==> config.mk <==
export PLATFORM = sky130hd
export DESIGN_NAME = regfile_write_arbiter_flat
export DESIGN_NICKNAME = d
export VERILOG_FILES = /design/src/rtl/regfile_write_arbiter_if.sv /design/src/rtl/regfile_write_arbiter.sv /design/src/flat_wrapper.sv
export SDC_FILE = /design/constraint.sdc
export NUM_CORES = 1
export LEC_CHECK = 0
export ABC_CLOCK_PERIOD_IN_PS = 2070
export CORE_ASPECT_RATIO = 0.7
export CORE_MARGIN = 2
export CORE_UTILIZATION = 39
export CTS_BUF_LIST = sky130_fd_sc_hd__clkbuf_8 sky130_fd_sc_hd__clkbuf_16
export CTS_CLUSTER_SIZE = 16
export DETAILED_ROUTE_END_ITERATION = 12
export PLACE_DENSITY_LB_ADDON = 0.3
export SLEW_MARGIN = 15
export SYNTH_ARGS = -nofsm -noshare
export SYNTH_HDL_FRONTEND = slang
export SYNTH_SLANG_ARGS = --single-unit
==> constraint.sdc <==
create_clock -name clk -period 2.07 [get_ports clk]
set_clock_uncertainty 0.05 [all_clocks]
set_input_delay 0.414 -clock clk [delete_from_list [all_inputs] [get_ports clk]]
set_output_delay 0.414 -clock clk [all_outputs]
set_load 0.02 [all_outputs]
==> src/rtl/regfile_write_arbiter_if.sv <==
// Handshake and regfile write-port bundle for regfile_write_arbiter.
// master = requesters/regfile side, slave = the arbiter.
interface regfile_write_arbiter_if #(
    parameter int DATA_WIDTH = 32,
    parameter int ADDR_WIDTH = 5
);
    logic                  wb_valid;
    logic [ADDR_WIDTH-1:0] wb_addr;
    logic [DATA_WIDTH-1:0] wb_data;
    logic                  wb_ready;
    logic                  kb_valid;
    logic [ADDR_WIDTH-1:0] kb_addr;
    logic [DATA_WIDTH-1:0] kb_data;
    logic                  kb_ready;
    logic                  rf_wrenable;
    logic [ADDR_WIDTH-1:0] rf_addr;
    logic [DATA_WIDTH-1:0] rf_data;
    logic                  init_done;

    modport master (
        output wb_valid, wb_addr, wb_data, kb_valid, kb_addr, kb_data,
        input  wb_ready, kb_ready, rf_wrenable, rf_addr, rf_data, init_done
    );

    modport slave (
        input  wb_valid, wb_addr, wb_data, kb_valid, kb_addr, kb_data,
        output wb_ready, kb_ready, rf_wrenable, rf_addr, rf_data, init_done
    );
endinterface

==> src/rtl/regfile_write_arbiter.sv <==
// Regfile write-port arbiter: clears regs 1..NUM_REGS-1 after reset, then shares the
// port between writeback (req 0) and key injector (req 1). Define RR_ARB_EN for round-robin.
module regfile_write_arbiter #(
    parameter int DATA_WIDTH = 32,
    parameter int ADDR_WIDTH = 5,
    parameter int NUM_REGS   = 32
) (
    input logic                    clk,
    input logic                    reset,
    regfile_write_arbiter_if.slave bus
);
    typedef enum logic {INIT, RUN} state_t;

    localparam logic [ADDR_WIDTH-1:0] LAST_REG = ADDR_WIDTH'(NUM_REGS - 1);

    state_t                state;
    logic [ADDR_WIDTH-1:0] cnt;
    logic                  wb_acc;
    logic                  kb_acc;
    logic [ADDR_WIDTH-1:0] win_addr;
    logic [DATA_WIDTH-1:0] win_data;

`ifdef RR_ARB_EN
    logic last_grant; // 0 = writeback, 1 = injector

    always_comb begin
        bus.wb_ready = 1'b0;
        bus.kb_ready = 1'b0;
        if (state == RUN) begin
            bus.wb_ready = !bus.kb_valid || last_grant;
            bus.kb_ready = !bus.wb_valid || !last_grant;
        end
    end
`else
    always_comb begin
        bus.wb_ready = 1'b0;
        bus.kb_ready = 1'b0;
        if (state == RUN) begin
            bus.wb_ready = 1'b1;
            bus.kb_ready = !bus.wb_valid;
        end
    end
`endif

    always_comb begin
        wb_acc   = bus.wb_valid && bus.wb_ready;
        kb_acc   = bus.kb_valid && bus.kb_ready;
        win_addr = wb_acc ? bus.wb_addr : bus.kb_addr;
        win_data = wb_acc ? bus.wb_data : bus.kb_data;
    end

    always_ff @(posedge clk) begin
        if (reset) begin
            state           <= INIT;
            cnt             <= ADDR_WIDTH'(1);
            bus.rf_wrenable <= 1'b0;
            bus.rf_addr     <= '0;
            bus.rf_data     <= '0;
            bus.init_done   <= 1'b0;
`ifdef RR_ARB_EN
            last_grant      <= 1'b1;
`endif
        end else begin
            case (state)
                INIT: begin
                    bus.rf_wrenable <= 1'b1;
                    bus.rf_addr     <= cnt;
                    bus.rf_data     <= '0;
                    cnt             <= cnt + 1'b1;
                    if (cnt == LAST_REG) begin
                        state         <= RUN;
                        bus.init_done <= 1'b1;
                    end
                end
                RUN: begin
                    if (wb_acc || kb_acc) begin
                        // Register-0 writes complete the handshake but never pulse wrenable
                        bus.rf_wrenable <= |win_addr;
                        bus.rf_addr     <= win_addr;
                        bus.rf_data     <= win_data;
`ifdef RR_ARB_EN
                        last_grant      <= kb_acc;
`endif
                    end else begin
                        bus.rf_wrenable <= 1'b0;
                    end
                end
                default: state <= INIT;
            endcase
        end
    end
endmodule

==> src/flat_wrapper.sv <==
// flat-port wrapper written by rule: the top's interface ports become plain ports
module regfile_write_arbiter_flat 
#(
    parameter int DATA_WIDTH = 32,
    parameter int ADDR_WIDTH = 5,
    parameter int NUM_REGS   = 32
)
  (clk, reset, bus_wb_valid, bus_wb_addr, bus_wb_data, bus_kb_valid, bus_kb_addr, bus_kb_data, bus_wb_ready, bus_kb_ready, bus_rf_wrenable, bus_rf_addr, bus_rf_data, bus_init_done);
  regfile_write_arbiter_if #(.DATA_WIDTH(DATA_WIDTH), .ADDR_WIDTH(ADDR_WIDTH)) bus_i ();
  input logic clk;
  input logic reset;
  input wire logic [$bits(bus_i.wb_valid)-1:0] bus_wb_valid;
  input wire logic [$bits(bus_i.wb_addr)-1:0] bus_wb_addr;
  input wire logic [$bits(bus_i.wb_data)-1:0] bus_wb_data;
  input wire logic [$bits(bus_i.kb_valid)-1:0] bus_kb_valid;
  input wire logic [$bits(bus_i.kb_addr)-1:0] bus_kb_addr;
  input wire logic [$bits(bus_i.kb_data)-1:0] bus_kb_data;
  output wire logic [$bits(bus_i.wb_ready)-1:0] bus_wb_ready;
  output wire logic [$bits(bus_i.kb_ready)-1:0] bus_kb_ready;
  output wire logic [$bits(bus_i.rf_wrenable)-1:0] bus_rf_wrenable;
  output wire logic [$bits(bus_i.rf_addr)-1:0] bus_rf_addr;
  output wire logic [$bits(bus_i.rf_data)-1:0] bus_rf_data;
  output wire logic [$bits(bus_i.init_done)-1:0] bus_init_done;
  assign bus_i.wb_valid = bus_wb_valid;
  assign bus_i.wb_addr = bus_wb_addr;
  assign bus_i.wb_data = bus_wb_data;
  assign bus_i.kb_valid = bus_kb_valid;
  assign bus_i.kb_addr = bus_kb_addr;
  assign bus_i.kb_data = bus_kb_data;
  assign bus_wb_ready = bus_i.wb_ready;
  assign bus_kb_ready = bus_i.kb_ready;
  assign bus_rf_wrenable = bus_i.rf_wrenable;
  assign bus_rf_addr = bus_i.rf_addr;
  assign bus_rf_data = bus_i.rf_data;
  assign bus_init_done = bus_i.init_done;
  regfile_write_arbiter #(.DATA_WIDTH(DATA_WIDTH), .ADDR_WIDTH(ADDR_WIDTH), .NUM_REGS(NUM_REGS)) u_core (.clk(clk), .reset(reset), .bus(bus_i));
endmodule
==> results.py <==
metrics = {
    "cts": {
        "cts_setup_buffers": 0,
        "cts_buffer_depth": 2,
        "cts_tree": "yes",
        "cts_hold_buf": 0,
        "cts_buffers": 5,
        "clkSlewWorstSetupHoldPaths_ps": 80,
        "cts_root_buf": "clkbuf_8",
        "ctsResizeCount": 1,
        "htreeDepth": 2,
        "clock_latency_ps": 290,
        "cts.sinks": 45,
    },
    "critical_path": {
        "critical-path-top-delay-family": "buffers and inverters",
        "critical_path_cell_count": 2,
        "cp-start-kind": "flip-flop",
        "slowest_stage": "clkdlybuf4s50_1",
        "worstPathRequired_ps": 1610,
        "crit_chain": "buf_4, clkdlybuf4s50_1",
        "worstSetupPathType": "flip-flop to output pin",
        "crit_fanout": 22,
        "reg2reg_depth": 5,
        "critPathCaptureType": "output pin",
        "path_buf_inv": 2,
        "critPathMaxStageDelay_ps": 640,
        "arrival_ps": 1500,
    },
    "timing": {
        "post-route-min-period_ps": 1960,
        "max_freq_mhz": 510,
        "finalHoldViolations": 0,
        "fin_crit_sh_pct": 94.7,
        "setup_viol": 0,
        "final_max_slew_viol_count": 0,
        "rsz0062_at_grt": "no",
        "slew_headroom_pct": 71.6,
        "finalSetupTns_ps": 0,
        "fin_ws_ps": 110,
        "tightestPinTransition_ps": 425,
    },
    "routing": {
        "wl_per_cell_um": 13.8,
        "vias": 2016,
        "drc": 0,
        "drt_wl_total_mm": 5.49,
        "drt_iter0_markers": 55,
        "via_per_inst": 5.07,
        "first_pass_iters": 4,
        "detail-route-antenna-nets": 0,
    },
    "yosys": {
        "postSynthAreaPerCell_sq_um": 8.51,
        "synth_cells": 220,
        "synth_cell_types": 30,
        "ys.flop_type": "dfxtp_1",
        "synth_edf_count": 0,
        "ys_ff_latch": 45,
        "syn_nets": 300,
        "synth_area_sq_um": 1870,
        "yosys_warnings": 0,
        "synthArstFlopShare_pct": 0,
        "ys_seq_area_share_pct": 48.1,
    },
    "finish": {
        "antennaDiodeCount": 0,
        "drive_above_1_share_pct": 6.45,
        "synthToLayoutAreaGrowth_pct": 71.9,
        "final_nets": 420,
    },
    "global_routing": {
        "grtUsageTotal_pct": 19.4,
        "grt_antenna_before_repair": 0,
        "grt_overflow": 0,
        "grt_first_pass_wirelength_mm": 7.96,
        "grt_max_degree": 23,
        "grt_pass1_vias": 1702,
    },
    "power": {
        "power_density_nw_per_um2": 579,
        "leakage_nw": 1.28,
        "peakVddDrop_uv": 475,
    },
    "floorplan": {
        "dieArea_sq_um": 5380,
        "die_y_um": 62.0,
        "io_pins": 119,
        "num_rows": 21,
        "start_util_pct": 39.8,
        "die_x_um": 86.8,
        "core_sq_um": 4700,
    },
    "worst_hold_path": {
        "worstHoldPathType": "flip-flop to flip-flop",
        "min_path_cells": 2,
    },
    "placed_design": {
        "pre_cts_ws_ps": 3.94,
        "dpl.hpwl_mm": 4.18,
        "port_buffers": 118,
        "gp_congestion": 0.790,
    },
    "run": {
        "drv_cap": 0,
    },
    "status": {
        "status": "completed",
    },
}
[through the flow]
step / total power (W) / util, % / hold slack [ps] / std cells / cell area [sq um]
floorplan: 0.00101 / - / 442 / 220 / 1870
global placement: 0.00119 / 65.9 / 402 / 390 / 3100
detailed placement: 0.00120 / 65.9 / 395 / 390 / 3100
CTS: 0.00188 / 68.5 / 418 / 398 / 3220
global route: 0.00194 / 68.5 / 445 / 398 / 3220
finish: 0.00187 / 68.5 / 419 / 398 / 3220
[power by group]
group	total (W)	switching [W]	leakage, nW	internal, W
registers	0.000891	0.0000117	0.364	0.000879
logic	0.000287	0.0000967	0.854	0.000191
clock network	0.000687	0.000295	0.0574	0.000392
[Yosys cell counts, types with 4 or more instances]
cell type  number  area, sq um
buf_2           4         20.0
dfxtp_1        45          901
nand2_1         4         15.0
o22ai_1        32          200
mux2i_1         4         40.0
nor2_1         52          195
a21oi_1         4         20.0
clkbuf_1        7         26.3
buf_6           6         67.6
nor3_1         33          165
[sequential cells by signal (all words and copies together) (netlist names)]
signal,cells
u_core.cnt,5
u_core.bus.rf_wrenable,1
u_core.state,1
u_core.bus.init_done,1
u_core.bus.rf_addr,5
u_core.bus.rf_data,32
[path summary, 6_finish.rpt]
| check | slack [ps] | from | endpoint |
|---|---|---|---|
| worst max-delay path | 110 | u_core.state | bus_wb_ready |
| worst min-delay path | 420 | u_core.bus.rf_addr[3] | u_core.bus.rf_addr[3] |
| worst max register to register | 520 | u_core.state | u_core.bus.rf_addr[0] |
| worst min register to register | 420 | u_core.bus.rf_addr[3] | u_core.bus.rf_addr[3] |
[metal layers]
| layer | wire (um) | vias up | GRT usage [%] |
|---|---|---|---|
| li1 | - | 1027 | - |
| met1 | 2430 | 904 | 23.6 |
| met2 | 2440 | 80 | 32.7 |
| met3 | 575 | 5 | 7.27 |
| met4 | 41 | 0 | 6.03 |
| met5 | 0 | - | 0 |
[worst min-delay path, delay by kind of cell, from the launching register on]
| family | cells | cell delay, ps |
|---|---|---|
| compound gates | 1 | 60 |
| simple gates | 1 | 50 |
| flops | 1 | 320 |
[kinds of logic after synthesis]
| kind of cell | share of synthesized area (%) |
|---|---|
| adders and majority gates | 1.34 |
| AOI/OAI and AO/OA | 16.9 |
| DFF | 48.1 |
| xor gates and xnor gates | 0.935 |
| buffers and inverters | 7.08 |
| and+or+nand+nor | 23.5 |
| muxes | 2.14 |
[area by class of cell]
type                       count  area (sq um)
fill                         399          1480
timing repair buffer         131          1280
sequential                    45           901
multi-input combinational    154           840
clock buffer                   6          82.6
tap                           57          71.3
clock inverter                 2          37.5
inverter                       3          11.3
[cells in the final DEF (no fill, tap or decap), types with 2 or more instances in the layout]
| cell | Yosys | routed |
|---|---|---|
| a2111oi_0 | 2 | 2 |
| a211o_1 | 2 | 2 |
| a21oi_1 | 4 | 4 |
| a31oi_1 | 2 | 2 |
| buf_4 | 1 | 13 |
| clkbuf_8 | 0 | 6 |
| clkdlybuf4s50_1 | 0 | 117 |
| dfxtp_1 | 45 | 45 |
| ha_1 | 2 | 2 |
| inv_1 | 2 | 2 |
| mux2i_1 | 4 | 4 |
| nand2_1 | 4 | 4 |
| nand2b_1 | 2 | 2 |
| nor2_1 | 52 | 52 |
| nor2b_1 | 2 | 2 |
| nor3_1 | 33 | 33 |
| o22ai_1 | 32 | 32 |
| o2bb2ai_1 | 2 | 2 |
| or3b_1 | 2 | 2 |
(Power assumes the default switching activity.)
